[config.mk]
export PLATFORM = sky130hd
export DESIGN_NAME = zbb_exec_pipe
export DESIGN_NICKNAME = d
export VERILOG_FILES = /design/src/rtl/zbb_pkg.sv /design/src/rtl/zbb_clmul_iter.sv /design/src/rtl/zbb_exec_pipe.sv
export SDC_FILE = /design/constraint.sdc
export NUM_CORES = 1
export LEC_CHECK = 0
export CAP_MARGIN = 20
export CORE_ASPECT_RATIO = 0.6
export CORE_MARGIN = 1
export CORE_UTILIZATION = 35
export CTS_CLUSTER_DIAMETER = 60
export DETAILED_ROUTE_END_ITERATION = 16
export PLACE_DENSITY_LB_ADDON = 0.3
export SETUP_SLACK_MARGIN = 0.2
export SLEW_MARGIN = 20
export SYNTH_ARGS = -nofsm -noshare
export SYNTH_HDL_FRONTEND = slang
export SYNTH_SLANG_ARGS = --single-unit
[constraint.sdc]
create_clock -name clk_25mhz -period 9.4 [get_ports clk_25mhz]
set_input_delay 2.82 -clock clk_25mhz [delete_from_list [all_inputs] [get_ports clk_25mhz]]
set_output_delay 2.82 -clock clk_25mhz [all_outputs]
set_load 0.05 [all_outputs]
[src/rtl/zbb_pkg.sv]
// Zbb execute unit shared definitions: opcodes, operand-select codes, clmul FSM states.
// Latency: n/a (declarations only).
// Backpressure: n/a.
package zbb_pkg;

  // Opcode encoding carried on alu_op_i
  localparam logic [4:0] OP_NOP    = 5'h00;
  localparam logic [4:0] OP_CLZ    = 5'h01;
  localparam logic [4:0] OP_CTZ    = 5'h02;
  localparam logic [4:0] OP_CPOP   = 5'h03;
  localparam logic [4:0] OP_MINU   = 5'h04;
  localparam logic [4:0] OP_MAXU   = 5'h05;
  localparam logic [4:0] OP_SEXTH  = 5'h06;
  localparam logic [4:0] OP_SEXTB  = 5'h07;
  localparam logic [4:0] OP_MAX    = 5'h08;
  localparam logic [4:0] OP_MIN    = 5'h09;
  localparam logic [4:0] OP_ZEXTH  = 5'h0A;
  localparam logic [4:0] OP_ROL    = 5'h0B;
  localparam logic [4:0] OP_ROR    = 5'h0C;
  localparam logic [4:0] OP_ORCB   = 5'h0E;
  localparam logic [4:0] OP_REV8   = 5'h0F;
  localparam logic [4:0] OP_ANDN   = 5'h10;
  localparam logic [4:0] OP_ORN    = 5'h11;
  localparam logic [4:0] OP_XNOR   = 5'h12;
  localparam logic [4:0] OP_CLMUL  = 5'h13;
  localparam logic [4:0] OP_CLMULH = 5'h14;
  localparam logic [4:0] OP_CLMULR = 5'h15;

  // Operand select codes for mux1_i / mux2_i
  localparam logic [1:0] SEL_RS    = 2'b00;
  localparam logic [1:0] SEL_MEMWB = 2'b01;
  localparam logic [1:0] SEL_EXMEM = 2'b10;
  localparam logic [1:0] SEL_ZERO  = 2'b11;

  typedef enum logic [1:0] {
    ST_IDLE = 2'd0,
    ST_RUN  = 2'd1,
    ST_DONE = 2'd2
  } clmul_st_e;

  function automatic logic is_clmul(input logic [4:0] op);
    return (op == OP_CLMUL) || (op == OP_CLMULH) || (op == OP_CLMULR);
  endfunction

endpackage

[src/rtl/zbb_clmul_iter.sv]
// Iterative carry-less multiplier: consumes STEP bits of op2 (LSB first) per RUN cycle.
// Latency: 1 load edge + XLEN/STEP RUN edges, then holds DONE until i_ack.
// Backpressure: DONE state (and o_prod) held until the consumer raises i_ack.
// Ports: clk_25mhz/rst clock and sync reset; i_start loads i_op1/i_op2 when idle;
//        i_ack releases DONE; o_done/o_busy status; o_prod 2*XLEN product.
module zbb_clmul_iter
  import zbb_pkg::*;
#(
  parameter int XLEN = 32,
  parameter int STEP = 4
) (
  input  logic              clk_25mhz,
  input  logic              rst,
  input  logic              i_start,
  input  logic              i_ack,
  input  logic [XLEN-1:0]   i_op1,
  input  logic [XLEN-1:0]   i_op2,
  output logic              o_done,
  output logic              o_busy,
  output logic [2*XLEN-1:0] o_prod
);

  localparam int NCYC = XLEN / STEP;
  localparam int CW   = $clog2(NCYC + 1);

  clmul_st_e           r_state, w_state_nxt;
  logic [CW-1:0]       r_cnt;
  logic [2*XLEN-1:0]   r_a;
  logic [XLEN-1:0]     r_b;
  logic [2*XLEN-1:0]   r_acc;
  logic [2*XLEN-1:0]   w_acc_nxt;
  logic                w_last;

  assign w_last = (r_cnt == CW'(NCYC - 1));

  always_ff @(posedge clk_25mhz) begin
    if (rst) r_state <= ST_IDLE;
    else     r_state <= w_state_nxt;
  end

  always_comb begin
    w_state_nxt = r_state;
    case (r_state)
      ST_IDLE: if (i_start) w_state_nxt = ST_RUN;
      ST_RUN:  if (w_last)  w_state_nxt = ST_DONE;
      ST_DONE: if (i_ack)   w_state_nxt = ST_IDLE;
      default:              w_state_nxt = ST_IDLE;
    endcase
  end

  always_comb begin
    o_done = (r_state == ST_DONE);
    o_busy = (r_state != ST_IDLE);
    o_prod = r_acc;
  end

  // r_a is op1 pre-shifted by the bits already consumed, so each partial
  // product only needs the small in-step shift j.
  always_comb begin
    w_acc_nxt = r_acc;
    for (int j = 0; j < STEP; j++) begin
      if (r_b[j]) w_acc_nxt = w_acc_nxt ^ (r_a << j);
    end
  end

  always_ff @(posedge clk_25mhz) begin
    if (rst) begin
      r_cnt <= '0;
      r_a   <= '0;
      r_b   <= '0;
      r_acc <= '0;
    end else if (r_state == ST_IDLE && i_start) begin
      r_cnt <= '0;
      r_a   <= {{XLEN{1'b0}}, i_op1};
      r_b   <= i_op2;
      r_acc <= '0;
    end else if (r_state == ST_RUN) begin
      r_cnt <= r_cnt + 1'b1;
      r_a   <= r_a << STEP;
      r_b   <= r_b >> STEP;
      r_acc <= w_acc_nxt;
    end
  end

endmodule

[src/rtl/zbb_exec_pipe.sv]
// Zbb execute stage: operand forwarding muxes, S1 operand register, Zbb ALU, output register.
// Latency: 2 edges for single-cycle ops; clmul (ZBB_CLMUL_EN) XLEN/CLMUL_STEP+2 edges.
// Backpressure: valid/ready; output held while out_ready_i low, in_ready_o drops when S1 cannot drain.
// Ports: clk_25mhz/rst; in_valid_i/in_ready_o, alu_op_i, rs1_i/rs2_i/imm_i/ex_mem_i/mem_wb_i,
//        mux1_i/mux2_i/mux3_i, tag_i; out_valid_o/out_ready_i, res_o, tag_o, illegal_o, busy_o.
// Optional macro ZBB_CLMUL_EN adds the iterative clmul/clmulh/clmulr path.
module zbb_exec_pipe
  import zbb_pkg::*;
#(
  parameter int XLEN       = 32,
  parameter int TAG_W      = 5,
  parameter int CLMUL_STEP = 4
) (
  input  logic             clk_25mhz,
  input  logic             rst,
  input  logic             in_valid_i,
  output logic             in_ready_o,
  input  logic [4:0]       alu_op_i,
  input  logic [XLEN-1:0]  rs1_i,
  input  logic [XLEN-1:0]  rs2_i,
  input  logic [XLEN-1:0]  imm_i,
  input  logic [XLEN-1:0]  ex_mem_i,
  input  logic [XLEN-1:0]  mem_wb_i,
  input  logic [1:0]       mux1_i,
  input  logic [1:0]       mux2_i,
  input  logic             mux3_i,
  input  logic [TAG_W-1:0] tag_i,
  output logic             out_valid_o,
  input  logic             out_ready_i,
  output logic [XLEN-1:0]  res_o,
  output logic [TAG_W-1:0] tag_o,
  output logic             illegal_o,
  output logic             busy_o
);

  localparam int CNTW = $clog2(XLEN) + 1;
  localparam int SHW  = $clog2(XLEN);
  localparam int NB   = XLEN / 8;

  if ((XLEN != 32 && XLEN != 64) || (XLEN % CLMUL_STEP) != 0) begin : g_bad_cfg
    $error("zbb_exec_pipe: XLEN must be 32/64 and divisible by CLMUL_STEP");
  end

  logic [XLEN-1:0]  w_op1, w_op2_pre, w_op2;
  logic             w_accept, w_s1_adv, w_op_done, w_busy;
  logic             r_s1_vld;
  logic [XLEN-1:0]  r_s1_op1, r_s1_op2;
  logic [4:0]       r_s1_opc;
  logic [TAG_W-1:0] r_s1_tag;
  logic             r_out_vld, r_ill;
  logic [XLEN-1:0]  r_res;
  logic [TAG_W-1:0] r_tag;
  logic [XLEN-1:0]  w_res;
  logic             w_ill;

  // Operand selection
  always_comb begin
    case (mux1_i)
      SEL_RS:    w_op1 = rs1_i;
      SEL_MEMWB: w_op1 = mem_wb_i;
      SEL_EXMEM: w_op1 = ex_mem_i;
      default:   w_op1 = '0;
    endcase
    case (mux2_i)
      SEL_RS:    w_op2_pre = rs2_i;
      SEL_MEMWB: w_op2_pre = mem_wb_i;
      SEL_EXMEM: w_op2_pre = ex_mem_i;
      default:   w_op2_pre = '0;
    endcase
    w_op2 = mux3_i ? imm_i : w_op2_pre;
  end

`ifdef ZBB_CLMUL_EN
  logic              w_cl_done;
  logic [2*XLEN-1:0] w_prod;

  // The multiplier starts on the accept edge so its RUN cycles overlap S1 occupancy.
  zbb_clmul_iter #(.XLEN(XLEN), .STEP(CLMUL_STEP)) u_clmul (
    .clk_25mhz (clk_25mhz),
    .rst       (rst),
    .i_start   (w_accept && is_clmul(alu_op_i)),
    .i_ack     (w_s1_adv),
    .i_op1     (w_op1),
    .i_op2     (w_op2),
    .o_done    (w_cl_done),
    .o_busy    (w_busy),
    .o_prod    (w_prod)
  );
  assign w_op_done = is_clmul(r_s1_opc) ? w_cl_done : 1'b1;
`else
  assign w_busy    = 1'b0;
  assign w_op_done = 1'b1;
`endif

  assign w_s1_adv   = r_s1_vld && w_op_done && (!r_out_vld || out_ready_i);
  assign in_ready_o = (!r_s1_vld || w_s1_adv) && !w_busy;
  assign w_accept   = in_valid_i && in_ready_o;

  always_ff @(posedge clk_25mhz) begin
    if (rst) begin
      r_s1_vld <= 1'b0;
      r_s1_op1 <= '0;
      r_s1_op2 <= '0;
      r_s1_opc <= OP_NOP;
      r_s1_tag <= '0;
    end else if (w_accept) begin
      r_s1_vld <= 1'b1;
      r_s1_op1 <= w_op1;
      r_s1_op2 <= w_op2;
      r_s1_opc <= alu_op_i;
      r_s1_tag <= tag_i;
    end else if (w_s1_adv) begin
      r_s1_vld <= 1'b0;
    end
  end

  // Bit-count datapath; later loop iterations take priority.
  logic [CNTW-1:0] w_clz, w_ctz, w_cpop;
  always_comb begin
    w_clz  = CNTW'(XLEN);
    w_ctz  = CNTW'(XLEN);
    w_cpop = '0;
    for (int i = 0; i < XLEN; i++) begin
      if (r_s1_op1[i]) w_clz = CNTW'(XLEN - 1 - i);
      w_cpop = w_cpop + CNTW'(r_s1_op1[i]);
    end
    for (int i = XLEN - 1; i >= 0; i--) begin
      if (r_s1_op1[i]) w_ctz = CNTW'(i);
    end
  end

  logic [SHW-1:0]    w_sh;
  logic [2*XLEN-1:0] w_rol_dbl, w_ror_dbl;
  logic [XLEN-1:0]   w_orc, w_rev;
  always_comb begin
    w_sh      = r_s1_op2[SHW-1:0];
    w_rol_dbl = {r_s1_op1, r_s1_op1} << w_sh;
    w_ror_dbl = {r_s1_op1, r_s1_op1} >> w_sh;
    w_orc     = '0;
    w_rev     = '0;
    for (int b = 0; b < NB; b++) begin
      w_orc[8*b +: 8] = (|r_s1_op1[8*b +: 8]) ? 8'hFF : 8'h00;
      w_rev[8*b +: 8] = r_s1_op1[8*(NB-1-b) +: 8];
    end
  end

  always_comb begin
    w_res = '0;
    w_ill = 1'b0;
    case (r_s1_opc)
      OP_NOP:   w_res = '0;
      OP_CLZ:   w_res = {{(XLEN-CNTW){1'b0}}, w_clz};
      OP_CTZ:   w_res = {{(XLEN-CNTW){1'b0}}, w_ctz};
      OP_CPOP:  w_res = {{(XLEN-CNTW){1'b0}}, w_cpop};
      OP_MINU:  w_res = (r_s1_op1 < r_s1_op2) ? r_s1_op1 : r_s1_op2;
      OP_MAXU:  w_res = (r_s1_op1 > r_s1_op2) ? r_s1_op1 : r_s1_op2;
      OP_SEXTH: w_res = {{(XLEN-16){r_s1_op1[15]}}, r_s1_op1[15:0]};
      OP_SEXTB: w_res = {{(XLEN-8){r_s1_op1[7]}}, r_s1_op1[7:0]};
      OP_MAX:   w_res = ($signed(r_s1_op1) > $signed(r_s1_op2)) ? r_s1_op1 : r_s1_op2;
      OP_MIN:   w_res = ($signed(r_s1_op1) < $signed(r_s1_op2)) ? r_s1_op1 : r_s1_op2;
      OP_ZEXTH: w_res = {{(XLEN-16){1'b0}}, r_s1_op1[15:0]};
      OP_ROL:   w_res = w_rol_dbl[2*XLEN-1:XLEN];
      OP_ROR:   w_res = w_ror_dbl[XLEN-1:0];
      OP_ORCB:  w_res = w_orc;
      OP_REV8:  w_res = w_rev;
      OP_ANDN:  w_res = r_s1_op1 & ~r_s1_op2;
      OP_ORN:   w_res = r_s1_op1 | ~r_s1_op2;
      OP_XNOR:  w_res = ~(r_s1_op1 ^ r_s1_op2);
`ifdef ZBB_CLMUL_EN
      OP_CLMUL:  w_res = w_prod[XLEN-1:0];
      OP_CLMULH: w_res = w_prod[2*XLEN-1:XLEN];
      OP_CLMULR: w_res = w_prod[2*XLEN-2:XLEN-1];
`endif
      default:  w_ill = 1'b1;
    endcase
  end

  always_ff @(posedge clk_25mhz) begin
    if (rst) begin
      r_out_vld <= 1'b0;
      r_res     <= '0;
      r_tag     <= '0;
      r_ill     <= 1'b0;
    end else if (w_s1_adv) begin
      r_out_vld <= 1'b1;
      r_res     <= w_res;
      r_tag     <= r_s1_tag;
      r_ill     <= w_ill;
    end else if (out_ready_i) begin
      r_out_vld <= 1'b0;
    end
  end

  assign out_valid_o = r_out_vld;
  assign res_o       = r_res;
  assign tag_o       = r_tag;
  assign illegal_o   = r_ill;
  assign busy_o      = w_busy;

endmodule

==> metrics <==
TritonCTS clock tree=done; Die Span X=264 um; first-pass GRT wire length=109000 um; Final Hold Slack=0.449 ns; CTS root buf=clkbuf_16; antenna violations before repair=3; H-tree lvl count=4; detailed-placement wirelength estimate=56800 um; LEAKAGE=0.00658 uW; Synth Net Count=2170; Worst-path clk slew=0.06 ns; Initial Util=35.6%; crit path max-delay cell type=clkdlybuf4s50_1; final setup violation count=0; Num CTS Buffers=17; peak supply drop=120 uV; Iter 0 DRT Violations=2339; routed via count=16.4k; Clock Tree Buf Depth=2; Syn Std Cell Area=approximately 14000 sq um; Placed Area=17000 sq um; post-layout power=2430 uW; port bufs=218; Die ar.=approximately 42000 sq um; vias per cell=between 6 and 7; Worst slew margin=a little under a fifth; Most used DFF post-synth=dfxtp_1; Clock Latency Late Sink=roughly 0.45 ns; area grow syn2layout=21.8%; CP max FO=5; DR DRC count=0; Routed WL=between 70000 and 80000 um; Yosys warnings=0; Hold Crit Class=reg2reg; Worst Setup Slack, final=approximately 2.2 ns; Fin. Hold Viols=0; vias in the first global route=15.3k; CP arrival=4.36 ns; largest net degree at the start of global routing=92; fin. max-slew vios=0; share of synthesized flip-flops with an asynchronous set or reset=0%; Die Y=159 um; WS Path Type=in2out; CP startpoint kind=input pin; status=finished, final reports clean; Slew @ Worst Pin=around 1.2 ns; CP required=6.58 ns; CTS Sinks=about 110; fin crit share=76.4%; crit-path cells=clkdlybuf4s50_1 -> nor2b_1 -> nand2_1 -> clkdlybuf4s50_1; Final Cell Area=17600 sq um; Setup Fix Bufs, Post-CTS=0; fin nets=2281; cts hold-fix bufs=0; setup TNS=0 ns; drt first pass iters=8; site row count=57; # resized after CTS=0; Post-Syn Instances=1894; Min Clock Period, post-route=7.18 ns; Core Area=40500 sq um; pre-CTS setup slack=2.21 ns; routed length per placed instance=29.7 um; most common cell after layout, fill and taps aside=nand2_1; Most common cell on crit path=clkdlybuf4s50_1; number of routed nets with antenna violations=0; Clock Skew=~0.017 ns; fillers=4123; PD cells=138 nW/um^2; register bit total from synthesis=114; EDFF count, synth=0; Netlist cell types=75; Max-Cap Viols=0; commonest non-fill, non-tap cells in the layout=nand2_1 (293), clkdlybuf4s50_1 (214), nor2_1 (169), mux2i_1 (165), a21oi_1 (139); Total GRT Usage=35.2%; Crit. End Element=output port; synthesized area per cell=between 7 and 8 sq um; global route overflow=0; delay of the slowest critical-path stage=around 0.73 ns; ratio of cells with drive above 1 in the final layout=between 10% and 20%; GPL Wtd Cong=1.07; FMAX=0.139 GHz; Seq/Total Area, Yosys=15.8%; RSZ-0062 raised after global routing=no; Ports=220
## state kept, by name (all words and copies together) (netlist names)
name / count
res_o: 32
tag_o: 5
r_s1_op2: 32
r_s1_tag: 5
illegal_o: 1
r_s1_vld: 1
out_valid_o: 1
r_s1_op1: 32
r_s1_opc: 5
## per-stage QoR
step	utilization, %	cells
detailed placement	41.9	2517
global route	43.4	2549
CTS	43.4	2549
floorplan	-	1894
global placement	41.9	2517
finish	43.4	2550
## path summary, 6_finish.rpt
kind                              startpoint          to  slack [ns]  cells after the start
worst max-delay path             out_ready_i  in_ready_o        2.22                      4
worst min-delay path             r_s1_tag[1]    tag_o[1]        0.45                      2
worst max register to register  r_s1_op1[23]    res_o[4]        2.50                     19
worst min register to register   r_s1_tag[1]    tag_o[1]        0.45                      2
## cell type report
| class | count | area (sq um) | area share (%) |
|---|---|---|---|
| multi-input combinational | 1498 | 11100 | 62.9 |
| timing repair buffer | 278 | 2620 | 14.9 |
| sequential | 114 | 2290 | 13.0 |
| tap | 531 | 664 | 3.78 |
| clock buffer | 21 | 450 | 2.56 |
| inverter | 96 | 360 | 2.05 |
| clock inverter | 11 | 130 | 0.741 |
| antenna | 1 | 2.50 | 0.0142 |
## Yosys cell counts, types with 5 or more instances
library cell	count	share of area, %
nor2_1	170	4.4
o221ai_1	6	0.36
a211oi_1	84	4.4
or3_1	10	0.43
dfxtp_1	114	16
clkbuf_1	140	3.6
buf_1	19	0.49
nand2_1	294	7.7
mux2i_1	165	11
nor2b_1	8	0.35
buf_2	23	0.80
nor3_1	16	0.56
o22ai_1	59	2.6
nand4_1	24	1.0
a211o_1	5	0.30
o21ai_0	99	3.4
a221oi_1	22	1.3
mux4_2	59	9.2
nand3_1	18	0.62
nor4_1	10	0.43
inv_1	93	2.4
mux2_2	41	3.2
nand2b_1	11	0.48
o31ai_1	5	0.26
a31oi_1	6	0.26
o211ai_1	11	0.57
fa_1	24	3.3
ha_1	73	6.3
o2111ai_1	6	0.36
a21oi_1	139	4.8
a2111oi_0	16	0.97
a221oi_2	12	1.2
a22oi_1	23	1.2
## where the power goes
part	switching, uW	leakage (uW)	internal, uW
Sequential	47.1	0.000936	508
Clock	277	0.000270	399
Combinational	725	0.00538	471
## routing by layer
layer,GRT usage (%),vias up,wire length [um]
met1,50.6,7943,33100
met5,0,-,25
met4,8.48,4,1780
met3,15.0,122,11200
li1,-,7173,-
met2,47.4,1128,29600
## worst max-delay path: cells and delay by family
kind / cells / cell delay [ns]
buffers and inverters: 2 / 1.13
AND/OR/NAND/NOR: 2 / 0.41
## logic make-up (layout without fill, tap and decap cells)
logic type               Yosys count  count (layout)  share of synthesized area, %
flip-flops                       114             114                          15.8
multiplexers                     265             265                          23.9
buffers and inverters            282             406                          7.72
AO/OA/AOI/OAI                    540             540                          25.0
AND/OR/NAND/NOR                  591             591                          17.6
XOR/XNOR                           4               4                         0.243
other                              1               2                        0.0260
adder cells (fa/ha/maj)           97              97                          9.67
(Power assumes the default switching activity.)
